<file path="src/rtl/piso_serializer_pkg.sv">
// Shared definitions for the parallel-in serial-out transmitter.
package piso_pkg;

  // FSM encoding: one bit is enough for the two-state machine.
  localparam logic [0:0] ST_IDLE  = 1'b0;
  localparam logic [0:0] ST_SHIFT = 1'b1;

  // Bit-counter width: clog2(width), never below 1 so the counter always exists.
  function automatic int cnt_w(input int width);
    int w;
    w = $clog2(width);
    return (w < 1) ? 1 : w;
  endfunction

endpackage

</file>
<file path="src/rtl/piso_bit_cnt.sv">
// Counts bits already sent in the current word; tc flags the final bit.
module piso_bit_cnt
  import piso_pkg::*;
#(
  parameter int WIDTH = 4,
  parameter int CW    = cnt_w(WIDTH)
) (
  input  logic          clk,
  input  logic          rst_n,
  input  logic          clr,
  input  logic          inc,
  output logic [CW-1:0] cnt,
  output logic          tc
);

  logic [CW-1:0] cnt_q;
  logic [CW-1:0] cnt_d;

  // Next count: clear wins over increment; otherwise hold.
  always_comb begin
    cnt_d = cnt_q;
    if (clr) begin
      cnt_d = '0;
    end else if (inc) begin
      cnt_d = cnt_q + CW'(1);
    end
  end

  // Counter register with synchronous active-low reset.
  always_ff @(posedge clk) begin
    if (!rst_n) begin
      cnt_q <= '0;
    end else begin
      cnt_q <= cnt_d;
    end
  end

  assign cnt = cnt_q;
  assign tc  = (cnt_q == CW'(WIDTH - 1));

endmodule

</file>
<file path="src/rtl/piso_serializer.sv">
// Parallel-in serial-out transmitter. A word is taken over a valid/ready
// handshake and shifted out one bit per enabled cycle.
//
// Handshake: a word transfers on a rising edge where din_valid and din_ready
// are both high. din_ready is high in IDLE, and in SHIFT only while the last
// bit is being consumed (en=1), so back-to-back words stream without a bubble.
// While din_ready is low the producer must hold din/din_valid stable.
module piso_serializer
  import piso_pkg::*;
#(
  parameter int WIDTH     = 4,
  parameter bit MSB_FIRST = 1'b0,
  localparam int CW       = cnt_w(WIDTH)
) (
  input  logic             clk,
  input  logic             rst_n,
  input  logic [WIDTH-1:0] din,
  input  logic             din_valid,
  output logic             din_ready,
  input  logic             en,
  output logic             sout,
  output logic             sout_valid,
  output logic             last,
  output logic [0:0]       dbg_state_o,
  output logic [CW-1:0]    dbg_cnt_o
);

  logic [0:0]       state_q, state_d;
  logic [WIDTH-1:0] shreg_q, shreg_d;
  logic             cnt_clr;
  logic             cnt_inc;
  logic             cnt_tc;
  logic [CW-1:0]    cnt;

  piso_bit_cnt #(.WIDTH(WIDTH), .CW(CW)) u_cnt (
    .clk   (clk),
    .rst_n (rst_n),
    .clr   (cnt_clr),
    .inc   (cnt_inc),
    .cnt   (cnt),
    .tc    (cnt_tc)
  );

  assign din_ready = (state_q == ST_IDLE) | ((state_q == ST_SHIFT) & cnt_tc & en);

  // Next-state, shift-register and counter control.
  always_comb begin
    state_d = state_q;
    shreg_d = shreg_q;
    cnt_clr = 1'b0;
    cnt_inc = 1'b0;
    case (state_q)
      ST_IDLE: begin
        if (din_valid) begin
          shreg_d = din;
          cnt_clr = 1'b1;
          state_d = ST_SHIFT;
        end
      end
      ST_SHIFT: begin
        if (en) begin
          if (cnt_tc) begin
            // Last bit consumed: reload immediately or fall back to idle.
            cnt_clr = 1'b1;
            if (din_valid) begin
              shreg_d = din;
            end else begin
              shreg_d = '0;
              state_d = ST_IDLE;
            end
          end else begin
            // Move the next bit toward the output end, zero-fill behind it.
            shreg_d = MSB_FIRST ? (shreg_q << 1) : (shreg_q >> 1);
            cnt_inc = 1'b1;
          end
        end
      end
      default: begin
        state_d = ST_IDLE;
        shreg_d = '0;
        cnt_clr = 1'b1;
      end
    endcase
  end

  // State and shift register; reset discards any partial word.
  always_ff @(posedge clk) begin
    if (!rst_n) begin
      state_q <= ST_IDLE;
      shreg_q <= '0;
    end else begin
      state_q <= state_d;
      shreg_q <= shreg_d;
    end
  end

  // Serial outputs come straight from registers, gated to zero in IDLE.
  always_comb begin
    sout_valid = (state_q == ST_SHIFT);
    last       = (state_q == ST_SHIFT) & cnt_tc;
    sout       = 1'b0;
    if (state_q == ST_SHIFT) begin
      sout = MSB_FIRST ? shreg_q[WIDTH-1] : shreg_q[0];
    end
  end

  assign dbg_state_o = state_q;
  assign dbg_cnt_o   = cnt;

endmodule
</file>
<file path="config.mk">
export PLATFORM = sky130hd
export DESIGN_NAME = piso_serializer
export DESIGN_NICKNAME = d
export VERILOG_FILES = /design/src/rtl/piso_serializer_pkg.sv /design/src/rtl/piso_bit_cnt.sv /design/src/rtl/piso_serializer.sv
export SDC_FILE = /design/constraint.sdc
export NUM_CORES = 1
export LEC_CHECK = 0
export CORE_AREA = 8 8 45 47
export CTS_CLUSTER_SIZE = 10
export DETAILED_ROUTE_END_ITERATION = 7
export DIE_AREA = 0 0 53 55
export HOLD_SLACK_MARGIN = 0.06
export PLACE_DENSITY = 0.65
export RECOVER_POWER = 50
export SLEW_MARGIN = 20
export SYNTH_ARGS = -nofsm -noshare
export SYNTH_HDL_FRONTEND = slang
export SYNTH_SLANG_ARGS = --single-unit
</file>
<file path="constraint.sdc">
create_clock -name clk -period 1.9 [get_ports clk]
set_input_delay 0.19 -clock clk [delete_from_list [all_inputs] [get_ports clk]]
set_output_delay 0.19 -clock clk [all_outputs]
set_load 0.005 [all_outputs]
</file>
==> metrics <==
run status=completed; final hold violation count=0; Synth Instances=42; vias after detailed routing=375; Post-DP Area=537 um^2; Layout fillers=151; Cell Chain, Critical Path=ha_1 > nand2_1 > nand2_1 > clkdlybuf4s50_1; Synth area leader=dfxtp_1; most frequent cell after synthesis=dfxtp_1; CTS sink count=7; post-synth top area share=36.5%; final setup fails=0; io pins=15; Relative slew margins=73.9%; CP max stage cell=clkdlybuf4s50_1; FF/Latch Area=140 um^2; final instance area=559 um^2; post-route clock period utilization=89.2%; top post-synthesis cells by count=dfxtp_1, a31oi_1, nor2b_1; crit path DAT=1500 ps; CP Launch Type=flip-flop; n_diodes=0; share of post-route cells with drive strength above 1=8.47%; initial antenna violation count=0; fin util=40.4%; clk_lat worst skew=250 ps; DRT Pass-1 Iters=3; post-synthesis sequential area ratio=36.5%; Post-Synthesis Cell Area=384 um^2; GRT overflow=0; Critical Path RT=1710 ps; largest net degree at the start of global routing=15; first-pass GRT wire length=1570 um; IO Port Bufs=14; post-route DRC violation count=0; Hold Path Class=flip-flop to flip-flop; dominant cells by area after synthesis=dfxtp_1, a31oi_1, o221ai_1, ha_1, nor2b_1; vias per cell=5.00; area occupied by multi-input gates=225 um^2; Yosys warning total=0; synth unique cells=19; DR iter-0 viols=4; worst clock skew=6.05 ps; Worst Setup End Kind=primary output; fmax=0.590 GHz; Top FF cell, synth=dfxtp_1; Die Ht=55 um; GP Congestion=0.755; standard-cell rows=14; RSZ-0062 raised after global routing=false; fraction of registers with async set/reset=0%; CTS root buf=clkbuf_4; Post-CTS Resized=0; most used cell, CP=nand2_1; Pwr Density=660 mW/mm^2; vias in the first global route=364; setup TNS=0 ps; Max clock buf depth=2; CP max stage delay=500 ps; die footprint=0.00292 mm^2; Die X=53 um; Slew Limit Fails=0; Setup CP Type=flip-flop to primary output; GRT Overall Usage=7.22%; max_cap viols=0; fin crit period=1690 ps; Max FO, Critical Path=4; Routed Antenna Nets=0; Setup Fix Bufs, Post-CTS=0; # hold bufs at CTS=0; Worst VDD drop=0.278 mV; leak pwr=0.225 nW; Synth-to-Final Area Change=45.6%; number of enable flip-flop cells after synthesis=0; Slew @ Worst Pin=391 ps; Final #Nets=70; Initial Util=27.8%; Num CTS Buffers=3; WL per Instance=12.3 um; drt total wl=924 um; synthesized net count=52; H-tree Lvls=1; HPWL after detailed placement=714 um; core area=0.00138 mm^2; CTS clk-pin slew, worst paths=60 ps; power consumption=0.369 mW; CTS tree=done; Seq cells post-synth=7; syn_area_per_cell=9.15 um^2
==> flip-flops by register name, indices dropped and copies added (netlist names) <==
register	count
shreg_q	4
u_cnt.cnt	2
dbg_state_o	1
==> final cells by class <==
cell class / count / share of cell area, %
tap: 16 / 3.58
multi-input combinational: 33 / 40.3
clock buffer: 4 / 4.70
timing repair buffer: 15 / 26.4
sequential: 7 / 25.1
==> cell usage in the layout (no fill, tap or decap) <==
master	Yosys	final
nor2b_1	4	4
and2_1	2	2
nand3b_1	1	1
clkdlybuf4s50_1	0	13
nand3_1	2	2
clkbuf_4	0	3
dlygate4sd3_1	0	1
a31oi_1	6	6
dfxtp_1	7	7
o221ai_1	3	3
ha_1	2	2
nand2b_1	1	1
mux2_1	0	1
clkbuf_1	0	1
nor2_1	2	2
buf_4	2	1
o21ai_0	1	1
a21bo_2	1	1
nand4_1	1	1
xor2_1	1	1
a21oi_1	1	1
mux2i_1	1	1
nand2_1	3	3
==> critical path: cells and delay by family, from the launching register on <==
kind	cells	cell delay [ps]
adder cells (fa/ha/maj)	1	220
buffers and inverters	1	500
flip-flops	1	390
AND/OR/NAND/NOR	2	150
==> metal layers <==
layer / vias up / global-route usage (%) / share of wire [%]
met5: - / 0 / 0
met4: 0 / 5.17 / 1.5
met3: 2 / 3.21 / 9.2
met2: 11 / 10.2 / 43
met1: 170 / 8.54 / 47
li1: 192 / - / -
==> stage by stage <==
stage | worst slack [ps] | instances | hold slack [ps]
after floorplan | 836 | 42 | 298
after CTS | 192 | 75 | 458
after global placement | 241 | 71 | 444
after global routing | 110 | 75 | 511
final | 206 | 75 | 453
after detailed placement | 250 | 71 | 449
==> power breakdown <==
part	internal, mW	leakage (nW)	total [mW]	switching (mW)
clock	0.0803	0.0150	0.137	0.0568
sequential	0.157	0.0577	0.166	0.00892
combinational	0.0403	0.153	0.0659	0.0256
==> path summary, 6_finish.rpt <==
| kind | slack [ps] | end | depth (start not counted) | startpoint |
|---|---|---|---|---|
| max reg2reg | 520 | shreg_q[2] | 3 | dbg_state_o |
| min reg2reg | 450 | shreg_q[3] | 2 | shreg_q[3] |
| max | 210 | din_ready | 4 | u_cnt.cnt[0] |
| min | 450 | shreg_q[3] | 2 | shreg_q[3] |
==> logic make-up after synthesis <==
family / share of synthesized area (%)
AND/OR/NAND/NOR: 22.5
AO/OA/AOI/OAI: 21.8
flip-flops: 36.5
buffers and inverters: 3.91
multiplexers: 6.51
adder cells (fa/ha/maj): 6.51
XOR/XNOR: 2.28
Power figures use the tool's default switching activity.
==> variant 1: new RTL, same settings <==
The parameter `MSB_FIRST` goes from 1'b0 to 1'b1.
--- a/src/rtl/piso_serializer.sv
+++ b/src/rtl/piso_serializer.sv
@@ -11,3 +11,3 @@
   parameter int WIDTH     = 4,
-  parameter bit MSB_FIRST = 1'b0,
+  parameter bit MSB_FIRST = 1'b1,
   localparam int CW       = cnt_w(WIDTH)
Check against the original RTL: not equivalent (Yosys sat finds a counterexample within 4 cycles, from zero or initial values and one cycle with rst_n low).
==> variant 1 against the unedited design <==
- cell area down 0.45%
- utilization down 0.18 points
- via count up 4.3%
- sequential cell count did not move
- cell count grew 2.7%
- setup slack lost 0.093 ns
- power down 0.31%
- wire length up 12%
- synthesized area decreased by 1.3%
- largest power group unchanged
- highest routed layer unchanged
==> variant 1: results <==
group,metric,value,unit
status,status,"complete, no violations",
global_routing,grt_pass1_wl,1590,µm
synthesis,yosysMostFrequentCell,"a21oi_1",
synthesis,synth_fp_nets,55,
global_routing,use_met1,7.18,%
critical_path,cp.arrival,1.60,ns
routing,dr.pass1.iters,4,
global_routing,grt_pass1_vias,374,
routing,m1WireLength,422,µm
worst_hold_path,min_from,"shreg_q[0]",
cells_and_area,nets,72,
cells_and_area,nFillCells,155,
synthesis,synth_common_cells,"a21oi_1 (9), dfxtp_1 (7), nand2_1 (4)",
global_routing,grt_usage,7.88,%
power,swShare,25.6,%
global_routing,grt_max_degree,11,
critical_path,reg2reg_slack,0.57,ns
global_routing,use_met3,3.74,%
power,p_leak,0.207,nW
synthesis,ys_top_cells_by_area,"dfxtp_1 (37%), a21oi_1 (12%), o221ai_1 (6.9%)",
critical_path,cp_max_fo,9,
timing,worst_pin_slew,0.281,ns
routing,wl_met3,106,µm
timing,clock_skew,0.00161,ns
routing,drt_iter0_drc,6,
[variant 1: per-stage QoR]
stage / setup WS [ns] / hold WS (ns) / power [W] / area (µm²) / std cells
after floorplan: 0.529 / 0.318 / 0.000192 / 379 / 45
after global placement: 0.350 / 0.463 / 0.000228 / 528 / 73
after detailed placement: 0.307 / 0.456 / 0.000229 / 528 / 73
after CTS: 0.0219 / 0.470 / 0.000371 / 554 / 77
after global routing: 0.0317 / 0.500 / 0.000391 / 557 / 77
final: 0.112 / 0.471 / 0.000368 / 557 / 77
[variant 1: cell families (layout without fill, tap and decap cells)]
group	Yosys count	in the layout	share of synthesized area, %
AO/OA/AOI/OAI	16	16	25.4
adder cells (fa/ha/maj)	2	2	6.60
buffers and inverters	3	19	3.96
flip-flops	7	7	37.0
multiplexers	1	1	2.97
AND/OR/NAND/NOR	16	16	24.1
[variant 1: final cells by class]
type / count / area [µm²] / share of cell area [%]
well taps: 16 / 20.0 / 3.60
multi-input cells: 35 / 226 / 40.7
repair buffers: 14 / 140 / 25.2
clock buffers: 4 / 26.3 / 4.72
inverters: 1 / 3.75 / 0.674
flip-flops and latches: 7 / 140 / 25.2
[variant 1: worst reg2reg max path, delay by kind of cell (launching register included)]
| family | cells | cell delay, ns |
|---|---|---|
| flops | 1 | 0.34 |
| fa+ha+maj | 1 | 0.25 |
| simple gates | 1 | 0.53 |
| compound gates | 1 | 0.13 |
[variant 1: power groups by stage]
stage / clock network, W / registers (W) / logic (W)
final: 0.000142 / 0.000165 / 0.0000606
after global routing: 0.000158 / 0.000167 / 0.0000662
after CTS: 0.000145 / 0.000165 / 0.0000615
after detailed placement: 0 / 0.000168 / 0.0000612
after global placement: 0 / 0.000168 / 0.0000606
after floorplan: 0 / 0.000167 / 0.0000258
==> variant 2: new RTL, same settings <==
Made on the original files. `shreg_q` no longer has a reset.
--- a/src/rtl/piso_serializer.sv
+++ b/src/rtl/piso_serializer.sv
@@ -89,7 +89,9 @@
       state_q <= ST_IDLE;
-      shreg_q <= '0;
     end else begin
       state_q <= state_d;
-      shreg_q <= shreg_d;
     end
+  end
+
+  always_ff @(posedge clk) begin
+    shreg_q <= shreg_d;
   end
Behaviour: no difference found for any inputs over 10 cycles, from zero or initial values and one cycle with rst_n low; that may be too few to reach the edited logic, so the function may still have changed.
==> variant 2 against the unedited design <==
- setup slack worse by 0.033 ns
- synthesized cell count fell by 17%
- wire length fell by 16%
- power is 1.0% higher
- first-iteration DRC count up 25%
- cell count down 11%
- die area stayed put
- synthesized area rose by 3.3%
- worst hold slack gained 0.076 ns
- register-to-register slack better by 0.18 ns
- sequential cell count stayed put
- cell area fell by 0.89%
- highest routed layer is now met3
==> variant 2: results <==
group,metric,value,unit
synthesis,synth_ff_type,"edfxtp_1",
worst_hold_path,min_from,"rst_n",
routing,drt_iter0_drc,5,
global_routing,grt_pass1_wl,1290,µm
routing,routed_wl,777,µm
synthesis,synth_fp_nets,45,
global_routing,grt_max_degree,14,
placed_design,dpl.hpwl,613,µm
cells_and_area,diodes,0,
worst_hold_path,min_path_type,"in -> reg",
global_routing,antenna_found_initial,0,
global_routing,grt_pass1_vias,313,
cts,numCtsBuffers,3,
placed_design,pre_cts_ws,0.289,ns
critical_path,cp.arrival,1.54,ns
synthesis,synth_common_cells,"nand2_1 (7), edfxtp_1 (4), a22o_1 (3), dfxtp_1 (3)",
synthesis,yosysSeqAreaShare,45.4,%
power,p_leak,0.232,nW
routing,vias_per_cell,4.34,
cells_and_area,nets,62,
placed_design,place_congestion,0.769,
timing,slew_headroom,72.3,%
synthesis,synth_cell_types,20,
cells_and_area,drive_gt1_share,17.6,%
power,vdd_drop_max,0.280,mV
status,status,"complete, no violations",
critical_path,cp_max_fo,5,
timing,clock_skew,0.00653,ns
cells_and_area,nFillCells,149,
placed_design,post_dp_cell_area,538,µm²
global_routing,grt_usage,6.19,%
synthesis,synth-edff-count,4,
critical_path,slowest_stage,"clkdlybuf4s50_1",
synthesis,ys_top_cells_by_area,"edfxtp_1 (30%), dfxtp_1 (15%), nand2_1 (6.6%)",
variant 2: repair_timing:
action / CTS / global route
setup buffers: 0 / 0
gates resized for setup: 0 / 1
setup endpoints to repair: 0 / 2
variant 2: metrics by stage:
stage	instances	power, W	util, %	hold slack [ns]
after global routing	67	0.000399	40.1	0.542
after CTS	67	0.000387	40.8	0.532
final	67	0.000373	40.1	0.529
after global placement	63	0.000246	38.9	0.519
after detailed placement	63	0.000246	38.9	0.531
after floorplan	35	0.000215	-	0.318
variant 2: power breakdown:
part | internal, W | switching [W] | total [W]
logic | 0.0000372 | 0.0000203 | 0.0000575
clock network | 0.0000800 | 0.0000532 | 0.000133
registers | 0.000174 | 0.00000826 | 0.000182
total | 0.000291 | 0.0000818 | 0.000373
variant 2: worst paths after layout:
path,slack [ns],depth (start not counted),to
worst max-delay path,0.17,4,din_ready
worst min-delay path,0.53,2,dbg_state_o
worst max register to register,0.70,2,shreg_q[0]
worst min register to register,0.55,1,shreg_q[2]
variant 2: per-layer routing:
metal / track usage (%) / share of wire (%) / routed length [µm]
met5: 0 / 0 / 0
met4: 5.17 / 0 / 0
met3: 4.01 / 12 / 95
met2: 8.98 / 45 / 351
met1: 6.13 / 42 / 330
variant 2: final cells by class:
cell class	count	share of cell area (%)
clock buffers	4	4.74
multi-input cells	26	33.9
flip-flops and latches	7	32.5
well taps	16	3.61
repair buffers	14	25.3
variant 2: cells by family (layout without fill, tap and decap cells):
family,Yosys count,in the layout,synth area share [%]
buf+inv,2,18,4.73
mux,1,1,2.52
compound gates,5,5,9.78
simple gates,17,17,29.0
flops,7,7,45.4
xor+xnor,1,1,2.21
fa+ha+maj,2,2,6.31
variant 2: worst reg2reg max path: stages, from the launching register on:
cell	delay (ns)
dfxtp_1	0.57
nand2_1	0.16
a22o_1	0.21
